**config.mk**
```make
export PLATFORM = sky130hd
export DESIGN_NAME = lmuladd
export DESIGN_NICKNAME = d
export VERILOG_FILES = /design/src/rtl/ldiv_pkg.sv /design/src/rtl/lmuladd_stage.sv /design/src/rtl/lmuladd.sv
export SDC_FILE = /design/constraint.sdc
export NUM_CORES = 2
export LEC_CHECK = 0
export ABC_AREA = 1
export ABC_CLOCK_PERIOD_IN_PS = 3800
export CAP_MARGIN = 20
export CORE_AREA = 3 3 494 496
export DETAILED_ROUTE_END_ITERATION = 10
export DIE_AREA = 0 0 497 499
export PLACE_DENSITY_LB_ADDON = 0.1
export SYNTH_ARGS = -nofsm -noshare
export SYNTH_HDL_FRONTEND = slang
export SYNTH_SLANG_ARGS = --single-unit
```
**constraint.sdc**
```tcl
create_clock -name clk -period 3.8 [get_ports clk]
set_input_delay 0.95 -clock clk [delete_from_list [all_inputs] [get_ports clk]]
set_output_delay 0.95 -clock clk [all_outputs]
set_load 0.03 [all_outputs]
```
**src/rtl/ldiv_pkg.sv**
```systemverilog
// Shared definitions for the long-division / multiply-add pair.
// Default widths and pipeline alignment helpers.
package ldiv_pkg;

  localparam int LMA_MULTIPLIER_WIDTH   = 23;
  localparam int LMA_MULTIPLICAND_WIDTH = 15;
  localparam int LMA_ADDEND_WIDTH       = 15;
  localparam int LMA_RESULT_WIDTH       = 23;
  localparam int LMA_TAG_WIDTH          = 8;

  // One request at default widths, handy for
  // benches that build operand bundles.
  typedef struct packed {
    logic [LMA_MULTIPLIER_WIDTH-1:0]   mult;
    logic [LMA_MULTIPLICAND_WIDTH-1:0] mcand;
    logic [LMA_ADDEND_WIDTH-1:0]       addend;
    logic [LMA_TAG_WIDTH-1:0]          tag;
  } lmuladd_req_t;

  // Input register plus one stage per multiplier bit.
  function automatic int lmuladd_latency(input int width);
    return width + 1;
  endfunction

endpackage

```
**src/rtl/lmuladd_stage.sv**
```systemverilog
// One Horner step of the multiply-add pipeline.
// Doubles the accumulator and adds one partial product.
module lmuladd_stage
  import ldiv_pkg::*;
#(
  parameter int MULTIPLIER_WIDTH   = LMA_MULTIPLIER_WIDTH,
  parameter int MULTIPLICAND_WIDTH = LMA_MULTIPLICAND_WIDTH,
  parameter int ADDEND_WIDTH       = LMA_ADDEND_WIDTH,
  parameter int TAG_WIDTH          = LMA_TAG_WIDTH,
  parameter int ACC_W              = MULTIPLIER_WIDTH
                                   + MULTIPLICAND_WIDTH,
  parameter int BIT_IDX            = MULTIPLIER_WIDTH - 1,
  parameter int ADD_ADDEND         = 0
) (
  input  logic                          clk,
  input  logic                          resetb,
  input  logic                          i_en,
  input  logic [MULTIPLIER_WIDTH-1:0]   i_mult,
  input  logic [MULTIPLICAND_WIDTH-1:0] i_mcand,
  input  logic [ADDEND_WIDTH-1:0]       i_addend,
  input  logic [TAG_WIDTH-1:0]          i_tag,
  input  logic                          i_valid,
  input  logic [ACC_W-1:0]              i_acc,
  output logic [MULTIPLIER_WIDTH-1:0]   o_mult,
  output logic [MULTIPLICAND_WIDTH-1:0] o_mcand,
  output logic [ADDEND_WIDTH-1:0]       o_addend,
  output logic [TAG_WIDTH-1:0]          o_tag,
  output logic                          o_valid,
  output logic [ACC_W-1:0]              o_acc
);

  logic [ACC_W-1:0] w_mcand_ext;
  logic [ACC_W-1:0] w_addend_ext;
  logic [ACC_W-1:0] w_pp;
  logic [ACC_W-1:0] w_add;
  logic [ACC_W-1:0] w_acc_nxt;

  assign w_mcand_ext = {
    {(ACC_W-MULTIPLICAND_WIDTH){1'b0}},
    i_mcand
  };

  assign w_addend_ext = {
    {(ACC_W-ADDEND_WIDTH){1'b0}},
    i_addend
  };

  assign w_pp = i_mult[BIT_IDX] ? w_mcand_ext
                                : '0;

  // Only the final step folds in the addend, so
  // the earlier doublings never scale it.
  if (ADD_ADDEND != 0) begin : g_add
    assign w_add = w_addend_ext;
  end else begin : g_noadd
    assign w_add = '0;
  end

  // ACC_W covers the worst case, so no wrap here.
  assign w_acc_nxt = (i_acc << 1) + w_pp + w_add;

  // Advance accumulator and sideband on enable.
  always_ff @(posedge clk or negedge resetb) begin
    if (!resetb) begin
      o_mult   <= '0;
      o_mcand  <= '0;
      o_addend <= '0;
      o_tag    <= '0;
      o_valid  <= 1'b0;
      o_acc    <= '0;
    end else if (i_en) begin
      o_mult   <= i_mult;
      o_mcand  <= i_mcand;
      o_addend <= i_addend;
      o_tag    <= i_tag;
      o_valid  <= i_valid;
      o_acc    <= w_acc_nxt;
    end
  end

endmodule

```
**src/rtl/lmuladd.sv**
```systemverilog
// Pipelined multiply-accumulate: mult * mcand + addend.
// One multiplier bit retired per stage, MSB first.
module lmuladd
  import ldiv_pkg::*;
#(
  parameter int MULTIPLIER_WIDTH   = LMA_MULTIPLIER_WIDTH,
  parameter int MULTIPLICAND_WIDTH = LMA_MULTIPLICAND_WIDTH,
  parameter int ADDEND_WIDTH       = LMA_ADDEND_WIDTH,
  parameter int RESULT_WIDTH       = LMA_RESULT_WIDTH,
  parameter int TAG_WIDTH          = LMA_TAG_WIDTH
) (
  input  logic                          clk,
  input  logic                          resetb,
  input  logic                          en,
  input  logic [MULTIPLIER_WIDTH-1:0]   multiplier_in,
  input  logic [MULTIPLICAND_WIDTH-1:0] multiplicand_in,
  input  logic [ADDEND_WIDTH-1:0]       addend_in,
  input  logic [TAG_WIDTH-1:0]          tag_in,
  input  logic                          valid_in,
  output logic [RESULT_WIDTH-1:0]       result_out,
  output logic                          overflow_out,
  output logic [TAG_WIDTH-1:0]          tag_out,
  output logic                          valid_out
);

  localparam int MW    = MULTIPLIER_WIDTH;
  localparam int CW    = MULTIPLICAND_WIDTH;
  localparam int AW    = ADDEND_WIDTH;
  localparam int TW    = TAG_WIDTH;
  localparam int RW    = RESULT_WIDTH;
  localparam int ACC_W = MW + CW;

  logic [MW-1:0] r_mult;
  logic [CW-1:0] r_mcand;
  logic [AW-1:0] r_addend;
  logic [TW-1:0] r_tag;
  logic          r_valid;

  // Stage 0: capture the request as presented.
  always_ff @(posedge clk or negedge resetb) begin
    if (!resetb) begin
      r_mult   <= '0;
      r_mcand  <= '0;
      r_addend <= '0;
      r_tag    <= '0;
      r_valid  <= 1'b0;
    end else if (en) begin
      r_mult   <= multiplier_in;
      r_mcand  <= multiplicand_in;
      r_addend <= addend_in;
      r_tag    <= tag_in;
      r_valid  <= valid_in;
    end
  end

  logic [MW-1:0]    w_mult   [0:MW];
  logic [CW-1:0]    w_mcand  [0:MW];
  logic [AW-1:0]    w_addend [0:MW];
  logic [TW-1:0]    w_tag    [0:MW];
  logic             w_valid  [0:MW];
  logic [ACC_W-1:0] w_acc    [0:MW];

  assign w_mult[0]   = r_mult;
  assign w_mcand[0]  = r_mcand;
  assign w_addend[0] = r_addend;
  assign w_tag[0]    = r_tag;
  assign w_valid[0]  = r_valid;
  // Accumulator enters the chain cleared.
  assign w_acc[0]    = '0;

  for (genvar gi = 1; gi <= MW; gi++) begin : g_stage
    lmuladd_stage #(
      .MULTIPLIER_WIDTH   (MW),
      .MULTIPLICAND_WIDTH (CW),
      .ADDEND_WIDTH       (AW),
      .TAG_WIDTH          (TW),
      .ACC_W              (ACC_W),
      .BIT_IDX            (MW - gi),
      .ADD_ADDEND         ((gi == MW) ? 1 : 0)
    ) u_stage (
      .clk      (clk),
      .resetb   (resetb),
      .i_en     (en),
      .i_mult   (w_mult[gi-1]),
      .i_mcand  (w_mcand[gi-1]),
      .i_addend (w_addend[gi-1]),
      .i_tag    (w_tag[gi-1]),
      .i_valid  (w_valid[gi-1]),
      .i_acc    (w_acc[gi-1]),
      .o_mult   (w_mult[gi]),
      .o_mcand  (w_mcand[gi]),
      .o_addend (w_addend[gi]),
      .o_tag    (w_tag[gi]),
      .o_valid  (w_valid[gi]),
      .o_acc    (w_acc[gi])
    );
  end

  assign tag_out   = w_tag[MW];
  assign valid_out = w_valid[MW];

  if (RW < ACC_W) begin : g_ovf
    assign result_out   = w_acc[MW][RW-1:0];
    assign overflow_out = |w_acc[MW][ACC_W-1:RW];
  end else begin : g_noovf
    assign result_out   = RW'(w_acc[MW]);
    assign overflow_out = 1'b0;
  end

  // Operands leaving the last stage are not needed.
  logic w_unused;
  assign w_unused = ^{w_mult[MW],
                      w_mcand[MW],
                      w_addend[MW]};

endmodule

```
==> impl_metrics.env <==
export IMPL_run_status="finished clean"
export IMPL_grt_pass1_wl_mm=450
export IMPL_dp_cells=16185
export IMPL_syn_num_nets=13588
export IMPL_yosysMostFrequentCell="nand2_1"
export IMPL_io_buffers=97
export IMPL_regArea_um2=45100
export IMPL_synth_common_cells="nand2_1 (6,427), dfrtp_1 (1,802), inv_1 (1,335), nand3_1 (828), o21ai_0 (601)"
export IMPL_cts_clk_slew_worst_paths_ns=0.06
export IMPL_route_vias_total=80825
export IMPL_fin_ws_ns=0.443
export IMPL_critPathLaunchType="register"
export IMPL_cp_required_ns=2.85
export IMPL_power_density_nw_per_um2=532
export IMPL_place_ws_ns=0.852
export IMPL_holdPathStages=2
export IMPL_synth_edf_count=0
export IMPL_hold_path_class="reg2reg"
export IMPL_numClockSinks=1802
export IMPL_clockBufferDepth=3
export IMPL_hold_path_startpoint="g_stage[9].u_stage.o_addend[13]$_DFFE_PN0P_"
export IMPL_whs_ns=0.464
export IMPL_path_class="reg2out"
export IMPL_htree_levels=4
export IMPL_num_rows=180
export IMPL_first_pass_iters=6
export IMPL_drtIter0Drc=5734
export IMPL_synthCells=13177
export IMPL_routedWlPerCell_um=16.8
export IMPL_die_height_um=499
export IMPL_placed_area_um2=101000
export IMPL_fin_area_um2=108000
export IMPL_antenna_found_initial=1
export IMPL_min_to="g_stage[10].u_stage.o_addend[13]$_DFFE_PN0P_"
export IMPL_vdd_drop_max_uv=367
export IMPL_post_cts_buffers=0
export IMPL_cts_tree="done"
export IMPL_rsz0062_at_grt="no"
export IMPL_grt_max_degree=149
export IMPL_regToRegSetupSlack_ns=0.91
export IMPL_setup_tns_ns=0
export IMPL_finalSetupViolations=0
export IMPL_drcViolationCount=0
export IMPL_ys_ff_latch=1802
export IMPL_r2r_cells=16
export IMPL_regToRegEndpoint="g_stage[23].u_stage.o_acc[33]$_DFFE_PN0P_"
export IMPL_fmax_mhz=298
export IMPL_final_cells=16571
export IMPL_total_power_mw=57.6
export IMPL_die_area_um2=248000
export IMPL_cts_root_buf="clkbuf_16"
export IMPL_fillers=24918
export IMPL_postRouteAntennaNets=0
export IMPL_relSlewSlack=0.466
export IMPL_reg2reg_from="g_stage[22].u_stage.o_mult[0]$_DFFE_PN0P_"
export IMPL_core_area_um2=240000
export IMPL_drive_above_1_share=0.0448
export IMPL_routed_wl_mm=278
export IMPL_initial_utilization=0.400
export IMPL_syn_area_um2=96000
export IMPL_fin_nets=13619
export IMPL_hold_viol=0
export IMPL_numCtsBuffers=205
export IMPL_synth_area_leaders="dfrtp_1 (47%), nand2_1 (25%), inv_1 (5.2%), nand3_1 (4.3%), ha_1 (4.0%)"
export IMPL_yosysWarnings=0
export IMPL_hold_buffers=1
export IMPL_synth_seq_area_share=0.470
export IMPL_post_route_min_period_ns=3.36
export IMPL_grt_pass1_vias=79521
export IMPL_ctsResizeCount=0
export IMPL_ys_types=50
export IMPL_gr_total_overflow=0
export IMPL_via_per_inst=4.88
export IMPL_area_growth_pct=12.8
export IMPL_ys_flop_type="dfrtp_1"
export IMPL_fin_skew_ns=0.0629
export IMPL_max_slew_worst_pin_slew_ns=0.801
export IMPL_fin_crit_sh=0.883
export IMPL_grt_use_total=0.224
export IMPL_post_route_util=0.451
export IMPL_die_w_um=497
export IMPL_end_kind="output port"
export IMPL_clk_latency_ns=0.86
export IMPL_yosys_area_top_type="dfrtp_1"
export IMPL_avgSynthCellArea_um2=7.28
export IMPL_gp_congestion=0.881
export IMPL_power_leakage_nw=60.2
export IMPL_synth_top_area_share=0.470
export IMPL_ioPinCount=98
export IMPL_synthArstFlopShare=1.00
export IMPL_slew_violations=0
export IMPL_worstPathArrival_ns=2.41
export IMPL_critPathMaxFanout=2
export IMPL_drv_cap=0
export IMPL_multiInputGateArea_um2=43600
export IMPL_hpwl_mm=209
-- state kept, by name (all words and copies together), names as in the netlist --
register / cells
r_tag: 8
r_mult: 23
g_stage.u_stage.o_addend: 330
r_addend: 15
r_valid: 1
g_stage.u_stage.o_mcand: 330
g_stage.u_stage.o_valid: 23
g_stage.u_stage.o_acc: 620
r_mcand: 15
g_stage.u_stage.o_mult: 253
g_stage.u_stage.o_tag: 184
-- cells by family after synthesis --
kind of cell | after synthesis | share of synthesized area
xor gates and xnor gates | 198 | 0.0181
and+or+nand+nor | 8147 | 0.340
buffers and inverters | 1782 | 0.0756
adders and majority gates | 346 | 0.0479
AOI/OAI and AO/OA | 902 | 0.0483
DFF | 1802 | 0.470
-- report_power, final --
part	internal [mW]	switching, mW
Sequential	22.8	3.54
Clock	12.5	8.60
Combinational	3.76	6.42
-- cell usage in the layout, fill, tap and decap left out, drive strengths merged, types with 31 or more instances in the layout --
cell and count:
nand2 6448, dfrtp 1802, buf 173, inv 1342, xor2 31, clkbuf 289
clkdlybuf4s50 95, a21oi 236, o21ai 616, clkinv 54, ha 310, nand3 836
xnor2 167, nor2 536, or2 34, nand3b 63, nand4 72, fa 36
nor3 103
-- layer usage --
| metal | vias to the layer above | wire length (µm) | global-route usage |
|---|---|---|---|
| met1 | 38271 | 137000 | 0.327 |
| met2 | 1321 | 125000 | 0.357 |
| met4 | 0 | 5880 | 0.0495 |
| li1 | 40898 | - | - |
| met3 | 335 | 9910 | 0.0251 |
| met5 | - | 0 | 0 |
-- worst max-delay path, stage by stage (launching register included) --
cell,delay (ns)
dfrtp_1,0.40
nor4_1,0.38
nand4_1,0.16
clkdlybuf4s50_1,0.63
-- worst max path at each step --
stage,start,end,slack (ns)
2_1_floorplan,g_stage[22].u_stage.o_mult[0]$_DFFE_PN0P_,g_stage[23].u_stage.o_acc[33]$_DFFE_PN0P_,0.92
3_3_place_gp,g_stage[22].u_stage.o_mult[0]$_DFFE_PN0P_,g_stage[23].u_stage.o_acc[26]$_DFFE_PN0P_,0.86
3_5_place_dp,g_stage[22].u_stage.o_mult[0]$_DFFE_PN0P_,g_stage[23].u_stage.o_acc[26]$_DFFE_PN0P_,0.85
4_1_cts,g_stage[23].u_stage.o_acc[24]$_DFFE_PN0P_,overflow_out,0.35
5_1_grt,g_stage[23].u_stage.o_acc[24]$_DFFE_PN0P_,overflow_out,0.34
6_report,g_stage[23].u_stage.o_acc[24]$_DFFE_PN0P_,overflow_out,0.44
-- cell type report --
type                    count  share of cell area
diodes                      2           0.0000463
clock buffers             289              0.0550
clock inverters            94              0.0122
inverters                1337              0.0464
multi-input cells        9593               0.403
flip-flops and latches   1802               0.417
well taps                3185              0.0368
repair buffers            269              0.0298
Note: power is estimated with default switching activity, not from simulation.
